==> src/rtl/bcd_timer_pkg.sv <==
// Shared types, constants and helpers for the BCD down-timer.
package bcd_timer_pkg;

  typedef enum logic [0:0] {
    IDLE = 1'b0,
    RUN  = 1'b1
  } state_e;

  localparam logic [3:0]  BCD_MAX    = 4'd9;
  localparam int unsigned MAX_DIGITS = 16;
  localparam int unsigned PRESC_W    = 16;

  // True when every used nibble holds a decimal digit; unused upper nibbles are ignored.
  function automatic logic bcd_valid(input logic [4*MAX_DIGITS-1:0] value,
                                     input int unsigned             digits);
    logic ok;
    ok = 1'b1;
    for (int unsigned i = 0; i < MAX_DIGITS; i++) begin
      if ((i < digits) && (value[4*i +: 4] > BCD_MAX)) ok = 1'b0;
    end
    return ok;
  endfunction

endpackage

==> src/rtl/bcd_digit_dec.sv <==
// One BCD digit of a ripple decrementer: subtracts borrow_i, wraps 0 -> 9 with borrow_o.
module bcd_digit_dec
  import bcd_timer_pkg::*;
(
  input  logic [3:0] digit_i,
  input  logic       borrow_i,
  output logic [3:0] digit_o,
  output logic       borrow_o
);

  always_comb begin
    digit_o  = digit_i;
    borrow_o = 1'b0;
    if (borrow_i) begin
      if (digit_i == 4'd0) begin
        digit_o  = BCD_MAX;
        borrow_o = 1'b1;
      end else begin
        digit_o = digit_i - 4'd1;
      end
    end
  end

endmodule

==> src/rtl/bcd_down_timer.sv <==
// Loadable multi-digit BCD down-counter with prescaler and borrow-out pulse.
// Optional BCD_DOWN_TIMER_AUTO_RELOAD_EN: reload the start value on terminal tick and keep running.
module bcd_down_timer
  import bcd_timer_pkg::*;
#(
  parameter int unsigned DIGITS   = 4,
  parameter int unsigned TICK_DIV = 1
) (
  input  logic                clk,
  input  logic                rst,
  input  logic                load_valid,
  output logic                load_ready,
  input  logic [4*DIGITS-1:0] load_value,
  input  logic                pause,
  input  logic                abort,
  output logic [4*DIGITS-1:0] cnt,
  output logic                busy,
  output logic                bout,
  output logic                err
);

  localparam int unsigned        CNT_W      = 4 * DIGITS;
  localparam logic [PRESC_W-1:0] PRESC_LAST = PRESC_W'(TICK_DIV - 1);

  state_e             state_q, state_d;
  logic [CNT_W-1:0]   cnt_q, cnt_d;
  logic [PRESC_W-1:0] presc_q, presc_d;
  logic               bout_q, bout_d;
  logic               err_q, err_d;
  logic               busy_q, busy_d;
  logic               ready_q, ready_d;
`ifdef BCD_DOWN_TIMER_AUTO_RELOAD_EN
  logic [CNT_W-1:0]   reload_q, reload_d;
`endif

  logic [CNT_W-1:0]   dec_cnt;
  logic [CNT_W-1:0]   next_cnt;
  logic [DIGITS:0]    borrow;

  // Ripple decrement chain; the LSD always receives the decrement request.
  assign borrow[0] = 1'b1;

  for (genvar g = 0; g < DIGITS; g++) begin : g_digit
    bcd_digit_dec u_digit (
      .digit_i  (cnt_q[4*g +: 4]),
      .borrow_i (borrow[g]),
      .digit_o  (dec_cnt[4*g +: 4]),
      .borrow_o (borrow[g+1])
    );
  end

  // A borrow out of the MSD would mean wrapping below zero; saturate instead.
  assign next_cnt = borrow[DIGITS] ? '0 : dec_cnt;

  always_comb begin
    state_d = state_q;
    cnt_d   = cnt_q;
    presc_d = presc_q;
    bout_d  = 1'b0;
    err_d   = 1'b0;
`ifdef BCD_DOWN_TIMER_AUTO_RELOAD_EN
    reload_d = reload_q;
`endif
    case (state_q)
      IDLE: begin
        if (load_valid && ready_q) begin
          if (!bcd_valid((4*MAX_DIGITS)'(load_value), DIGITS)) begin
            err_d = 1'b1;
          end else if (load_value == '0) begin
            cnt_d  = '0;
            bout_d = 1'b1;
          end else begin
            cnt_d   = load_value;
            presc_d = '0;
            state_d = RUN;
`ifdef BCD_DOWN_TIMER_AUTO_RELOAD_EN
            reload_d = load_value;
`endif
          end
        end
      end
      RUN: begin
        if (abort) begin
          cnt_d   = '0;
          presc_d = '0;
          state_d = IDLE;
        end else if (!pause) begin
          if (presc_q == PRESC_LAST) begin
            presc_d = '0;
            cnt_d   = next_cnt;
            if (next_cnt == '0) begin
              bout_d = 1'b1;
`ifdef BCD_DOWN_TIMER_AUTO_RELOAD_EN
              cnt_d = reload_q;
`else
              state_d = IDLE;
`endif
            end
          end else begin
            presc_d = presc_q + PRESC_W'(1);
          end
        end
      end
      default: state_d = IDLE;
    endcase
    busy_d  = (state_d == RUN);
    ready_d = (state_d == IDLE);
  end

  always_ff @(posedge clk) begin
    if (rst) begin
      state_q <= IDLE;
      cnt_q   <= '0;
      presc_q <= '0;
      bout_q  <= 1'b0;
      err_q   <= 1'b0;
      busy_q  <= 1'b0;
      ready_q <= 1'b1;
`ifdef BCD_DOWN_TIMER_AUTO_RELOAD_EN
      reload_q <= '0;
`endif
    end else begin
      state_q <= state_d;
      cnt_q   <= cnt_d;
      presc_q <= presc_d;
      bout_q  <= bout_d;
      err_q   <= err_d;
      busy_q  <= busy_d;
      ready_q <= ready_d;
`ifdef BCD_DOWN_TIMER_AUTO_RELOAD_EN
      reload_q <= reload_d;
`endif
    end
  end

  assign cnt        = cnt_q;
  assign busy       = busy_q;
  assign bout       = bout_q;
  assign err        = err_q;
  assign load_ready = ready_q;

endmodule

==> config.mk <==
export PLATFORM = sky130hd
export DESIGN_NAME = bcd_down_timer
export DESIGN_NICKNAME = d
export VERILOG_FILES = /design/src/rtl/bcd_timer_pkg.sv /design/src/rtl/bcd_digit_dec.sv /design/src/rtl/bcd_down_timer.sv
export SDC_FILE = /design/constraint.sdc
export NUM_CORES = 1
export LEC_CHECK = 0
export CORE_MARGIN = 4
export CORE_UTILIZATION = 35
export DETAILED_ROUTE_END_ITERATION = 12
export PLACE_DENSITY = 0.55
export SYNTH_ARGS = -nofsm -noshare
export SYNTH_HDL_FRONTEND = slang
export SYNTH_SLANG_ARGS = --single-unit
export TNS_END_PERCENT = 10
==> constraint.sdc <==
create_clock -name clk -period 2.66 [get_ports clk]
set_input_delay 0.532 -clock clk [delete_from_list [all_inputs] [get_ports clk]]
set_output_delay 0.532 -clock clk [all_outputs]
set_load 0.02 [all_outputs]
Word level (Yosys, flattened, before mapping)
Cells that the tools add are included.
Widths: inputs -> output; s select.
{"block": "totals", "output_inout_bits": 20, "ff_bits": 36}
{"block": "classes", "eq_ne": 5, "n_lt_le_gt_ge": 4, "muxes": 52, "add_sub_neg": 5, "n_bitwise": 3, "reduce_logical": 11}
{"operator": "$mux 16", "count": 13}
{"operator": "$pmux 16 s2", "count": 2}
{"operator": "$logic_not 16->1", "count": 3}
{"operator": "$mux 1", "count": 28}
{"operator": "$mux 4", "count": 7}
{"operator": "$add 16x1->16 const B", "count": 1}
{"operator": "$gt 4x4->1 const B", "count": 4}
{"operator": "$logic_not 4->1", "count": 4}
{"operator": "$sub 4x1->4 const B", "count": 4}
{"operator": "$reduce_and 4->1", "count": 2}
{"operator": "$ne 2x2->1 const B", "count": 3}
{"operator": "$pmux 1 s2", "count": 2}
{"operator": "$ne 3x2->1 const B", "count": 1}
{"operator": "$ne 3x3->1 const B", "count": 1}
{"operator": "$not 1->1", "count": 3}
{"operator": "$reduce_or 3->1", "count": 1}
{"operator": "$logic_and 1x1->1", "count": 1}

Logic depth before layout (Yosys ltp)
{"block": "logic_depth", "depth_word": 13, "depth_mapped": 9, "depth_no_buf": 8}

Cells and area by module
Synthesis repeated with hierarchy kept, for this count alone.
{"block": "hier_totals", "hier_cells": 294, "area_unflattened_um2": 2326.0}
{"module": "bcd_down_timer", "n_inst": 1, "area_per_inst_um2": 2010.7, "cells_each": 250}
{"module": "bcd_digit_dec", "n_inst": 4, "area_per_inst_um2": 78.8, "cells_each": 11}

Least setup slack after synthesis
No wires, ideal clock.
{"block": "synth_path", "kind": "register -> register", "from": "reg cnt_q[0], in the netlist cnt[0]", "to": "reg bout_q, in the netlist bout", "setup_time_ns": 0.060, "setup_slack_ns": 0.141, "arrival_ns": 2.458, "period_less_slack_ns": 2.519, "t_required_ns": 2.600, "path_stages_with_launch": 10, "path_cell_list": "dfxtp_1 > inv_1 > ha_1 > or3b_1 > buf_6 > or4_4 > a22oi_2 > o2111ai_1 > nor4b_2 > a32o_2"}
{"block": "synth_between", "elab_chain_cells": 12, "word_cells_on_any_way": 17, "classes_between": "add/sub: 1; mux: 14; reduce/logical: 2"}
{"item": "from (decl)", "line_no": "bcd_down_timer.sv:26", "text": "logic [CNT_W-1:0] cnt_q, cnt_d;"}
{"item": "from (signal assigned)", "line_no": "bcd_down_timer.sv:124", "text": "cnt_q <= cnt_d;"}
{"item": "$logic_not 4->1", "line_no": "bcd_digit_dec.sv:15", "text": "if (digit_i == 4'd0) begin"}
{"item": "$mux 1", "line_no": "bcd_digit_dec.sv:15"}
{"item": "$mux 1 (2 in a row)", "line_no": "bcd_digit_dec.sv:14", "text": "if (borrow_i) begin"}
{"item": "$mux 1 or $mux 4 (tied branches)", "line_no": "bcd_digit_dec.sv:14"}
{"item": "$mux 16 *", "line_no": "bcd_down_timer.sv:53", "text": "assign next_cnt = borrow[DIGITS] ? '0 : dec_cnt;"}
{"item": "$logic_not 16->1 *", "line_no": "bcd_down_timer.sv:91", "text": "if (next_cnt == '0) begin"}
{"item": "$mux 1 *", "line_no": "bcd_down_timer.sv:91"}
{"item": "$mux 1 *", "line_no": "bcd_down_timer.sv:88", "text": "if (presc_q == PRESC_LAST) begin"}
{"item": "$mux 1 *", "line_no": "bcd_down_timer.sv:87", "text": "end else if (!pause) begin"}
{"item": "$mux 1 *", "line_no": "bcd_down_timer.sv:83", "text": "if (abort) begin"}
{"item": "$pmux 1 s2 *", "line_no": "bcd_down_timer.sv:64", "text": "case (state_q)"}
{"item": "to (signal assigned)", "line_no": "bcd_down_timer.sv:126", "text": "bout_q <= bout_d;"}
{"item": "to (decl)", "line_no": "bcd_down_timer.sv:28", "text": "logic bout_q, bout_d;"}
Mark *: on every way between the ends. The rest lies on a longest branch, timed or not.
A chain may end at the register's enable or synchronous reset.

Worst setup path after layout
{"block": "layout_path", "from": "reg cnt_q[0], in the netlist cnt[0]", "to": "reg ready_q, in the netlist load_ready"}
{"block": "layout_between", "elab_chain_cells": 13, "word_cells_on_any_way": 18, "classes_between": "add/sub: 1; mux: 14; bitwise: 1; reduce/logical: 2"}
{"item": "$logic_not 4->1", "line_no": "bcd_digit_dec.sv:15"}
{"item": "$mux 1", "line_no": "bcd_digit_dec.sv:15"}
{"item": "$mux 1 (2 in a row)", "line_no": "bcd_digit_dec.sv:14"}
{"item": "$mux 1 or $mux 4 (tied branches)", "line_no": "bcd_digit_dec.sv:14"}
{"item": "$mux 16 *", "line_no": "bcd_down_timer.sv:53"}
{"item": "$logic_not 16->1 *", "line_no": "bcd_down_timer.sv:91"}
{"item": "$mux 1 *", "line_no": "bcd_down_timer.sv:91"}
{"item": "$mux 1 *", "line_no": "bcd_down_timer.sv:88"}
{"item": "$mux 1 *", "line_no": "bcd_down_timer.sv:87"}
{"item": "$mux 1 *", "line_no": "bcd_down_timer.sv:83"}
{"item": "$pmux 1 s2 *", "line_no": "bcd_down_timer.sv:64"}
{"item": "$not 1->1 *", "line_no": "bcd_down_timer.sv:107", "text": "ready_d = (state_d == IDLE);"}
{"item": "to (signal assigned)", "line_no": "bcd_down_timer.sv:129", "text": "ready_q <= ready_d;"}
{"item": "to (decl)", "line_no": "bcd_down_timer.sv:31", "text": "logic ready_q, ready_d;"}
Marks and branches as above.

==> impl_results.md <==
- Status: complete, no violations
- Die ar.: approximately 0.008 sq mm
- Sequential Power Share: 37.5%
- Number of cells on the critical path: 10
- I/O pin count: 41
- Slew @ Worst Pin: a little over 0.5 ns
- Met3 wire length: between 300 and 400 um
- CP startpoint: cnt[0]
- H-tree depth: 2
- Final hold violations: 0
- Final RePlAce weighted congestion: between 0.8 and 0.9
- Adder-Cell Fraction of Synth Area: 3.72%
- WL/cell: 16.4 um
- Critical path endpoint category: flop
- Peak supply drop: 0.210 mV
- Area growth syn-to-layout: 34.5%
- Crit Path Max Fanout: 6
- Die height: 90 um
- Largest family of logic cells by synthesized area: simple AND/OR/NAND/NOR gates
- Data required time of the worst path: approximately 2.9 ns
- Via count: 2495
- Startpoint types: flop
- Total wire length: 7260 um
- Switching Fraction: 33.2%
- Layout Skew: 0.00644 ns
- Worst path most repeated cell: buf_4
- Initial DRC count: 107
- Post-route setup slack: 0.127 ns
- Longest Clk Path Bufs: 2
- Detailed placer's ending HPWL: 5600 um
- Critical path's slowest cell: or3b_4
- Syn_area_per_cell: 7.90 sq um
- Share of layout cells above drive strength 1: between 15 and 20%
- Hold/Removal Path Class: flop to flop
- Async SR Flop Fraction: 0%
- GRT Util Overall: 17.9%
- Gr ovfl total: 0
- Post-route ant nets: 0
- Filler cells: 644
- Fin cells: between 400 and 500
- TritonCTS Buffers: 5
- Pre-CTS setup slack: -0.0318 ns
- Fin crit period: around 2.5 ns
- Power per cell area: 495 mW/mm^2
- RSZ-0062 raised after global routing: no
- Clock root cell: clkbuf_8
- Initial cell density of the core: 36.6%
- Ys flop type: dfxtp_1
- Total power: 1.57 mW
- Power share of the clock group: a little over a quarter
- Synth Register Bits: 36
- Max layer used: met4
- Via/cell ratio: around 5.6
- Met1 WL: 3270 um
- Total Nets Final: just under 400
- Crit path DAT: 2.72 ns
- Mapped Area: 0.00235 sq mm
- Yosys warnings: 0
- Hold buffer count at cts: 0
- Max_cap viols: 0
- Worst Hold Depth: 2
- Global-route wire length before repair: 12000 um
- Clk sinks: 36
- Int Pwr: 1.05 mW
- Leading area contributor after synthesis: dfxtp_1
- Met2 routed WL: 3480 um
- Worst Reg-to-Reg Cells: 10
- Sequential element share of the synthesized area: 30.6%
- Hold slack: 0.526 ns
- Share of the synthesized area in the top cell type: between 30 and 40%
- Synth Area in Compound Gates: 21.9%
- Die width: 90 um
- DRC viols: 0
- Worst path max stage delay: around 0.42 ns
- Rows: 29
- Inst Count DP: 435
- Combinational Power Share: 36.1%
- Vias in the first global route: approximately 2400
- DRT Pass-1 Iters: 4
- Crit-path cells: inv_1 > ha_2 > or3b_4 > buf_4 > nor2_1 > nand3_1 > o21ai_0 > nor4b_2 > buf_4 > o32a_1
- Tcrit/Tclk final: 95.2%
- CP Buf/Inv Count: 3
- Core area: 0.00642 sq mm
- Switching pwr: about 520 uW
- I/O Buffers: 40
- Pleak: about 1.1 nW
- Mux cell area share after synthesis: 0.851%
- Initial antenna violation count: 0
- Post-synth EDFFs: 0
- Syn Nets: 326
- # setup viols final: 0
- Clk_lat worst skew: 0.29 ns
- Min-delay src: presc_q[15]
- ANT cells: 0
- Reg-to-Reg Start: cnt[0]
- Crit Path Category: flop to flop
- Xor/xnor cell area share of the yosys netlist: 5.21%
- Worst path top cell family by delay: simple AND/OR/NAND/NOR gates
- Largest net degree at the start of global routing: 18
- Synth unique cells: 54
- Max Transition Viols Final: 0
- Reg clk slew, reported paths: about 0.080 ns
- Simple-gate share of the synthesized area: ~32%
- Max-slew headroom: 66.0%
- Clock tree from TritonCTS: done
- Cells after synthesis: 298
- Top post-synthesis cells by area: dfxtp_1, nor2_1, xnor2_1
- Maximum clock rate: 0.395 GHz
==> power by group through the flow <==
stage | logic, mW | registers (mW) | clock network [mW]
2_1_floorplan | 0.302 | 0.617 | 0
3_3_place_gp | 0.546 | 0.599 | 0
3_5_place_dp | 0.545 | 0.599 | 0
4_1_cts | 0.548 | 0.586 | 0.434
5_1_grt | 0.613 | 0.591 | 0.451
6_report | 0.566 | 0.587 | 0.413
==> stage by stage <==
stage / setup TNS [ns] / cell area, sq um / utilization, %
2_1_floorplan: 0 / 2350 / -
6_report: 0 / 3170 / 49.3
3_3_place_gp: -0.596 / 3050 / 47.5
3_5_place_dp: -0.227 / 3050 / 47.5
4_1_cts: 0 / 3150 / 49.0
5_1_grt: 0 / 3170 / 49.3
==> layer usage <==
metal / global-route usage, % / up-vias
li1: - / 1253
met3: 4.17 / 15
met2: 31.7 / 65
met1: 21.3 / 1162
met4: 5.99 / 0
met5: 0 / -
==> placed cells by master (no fill, tap or decap), drive strengths merged, types with 5 or more instances in the layout <==
cell           instances
nand4                 11
a221oi                 6
clkbuf                 7
nor3b                  5
buf                   35
nor2                  36
o21ai                 15
inv                   14
clkdlybuf4s50         40
nor4                  15
ha                     7
xnor2                 13
nand2                 18
nor4b                  5
a21oi                 17
dfxtp                 36
a211oi                13
nor3                  18
nand3                  9
==> registers in the layout, indices dropped and copies added (netlist names) <==
signal	count
cnt	16
presc_q	16
bout	1
busy	1
err	1
load_ready	1
==> final timing paths <==
path | endpoint | slack (ns)
worst min-delay path | presc_q[15] | 0.53
worst min register to register | presc_q[15] | 0.53
worst max-delay path | load_ready | 0.13
worst max register to register | load_ready | 0.13
==> kinds of logic (layout without fill, tap and decap cells) <==
kind of cell,Yosys count,after routing
DFF,36,36
and+or+nand+nor,136,136
adders and majority gates,7,7
xor gates and xnor gates,14,14
buffers and inverters,29,97
AOI/OAI and AO/OA,74,74
muxes,2,2
==> final cells by class <==
type,count,area [sq um],share of cell area [%]
clock buffers,7,86.3,2.73
flip-flops and latches,36,721,22.8
repair buffers,75,676,21.3
multi-input cells,233,1530,48.2
inverters,14,52.6,1.66
well taps,77,96.3,3.04
clock inverters,1,7.51,0.237
==> Yosys cell counts, types with 3 or more instances <==
| cell type | count |
|---|---|
| nor2_1 | 36 |
| dfxtp_1 | 36 |
| nand2_1 | 17 |
| a221oi_1 | 6 |
| clkbuf_1 | 9 |
| nand3_1 | 9 |
| nor3_1 | 18 |
| o31ai_1 | 3 |
| xnor2_1 | 13 |
| nor4_1 | 15 |
| ha_1 | 7 |
| inv_1 | 14 |
| nand2b_1 | 4 |
| a21oi_1 | 17 |
| a211oi_1 | 13 |
| nor2b_1 | 4 |
| nand4_1 | 11 |
| nor4b_1 | 4 |
| o21ai_0 | 15 |
==> what timing repair did <==
action / in CTS / in global routing
setup buffers: 0 / 0
endpoints found under the setup margin: 0 / 3
gates resized for setup: 0 / 6
==> tightest hold or removal path, delay by kind of cell (launching register included) <==
kind / cells / cell delay [ns]
flops: 1 / 0.35
simple gates: 1 / 0.07
xor+xnor: 1 / 0.08
Note: power is estimated with default switching activity, not from simulation.
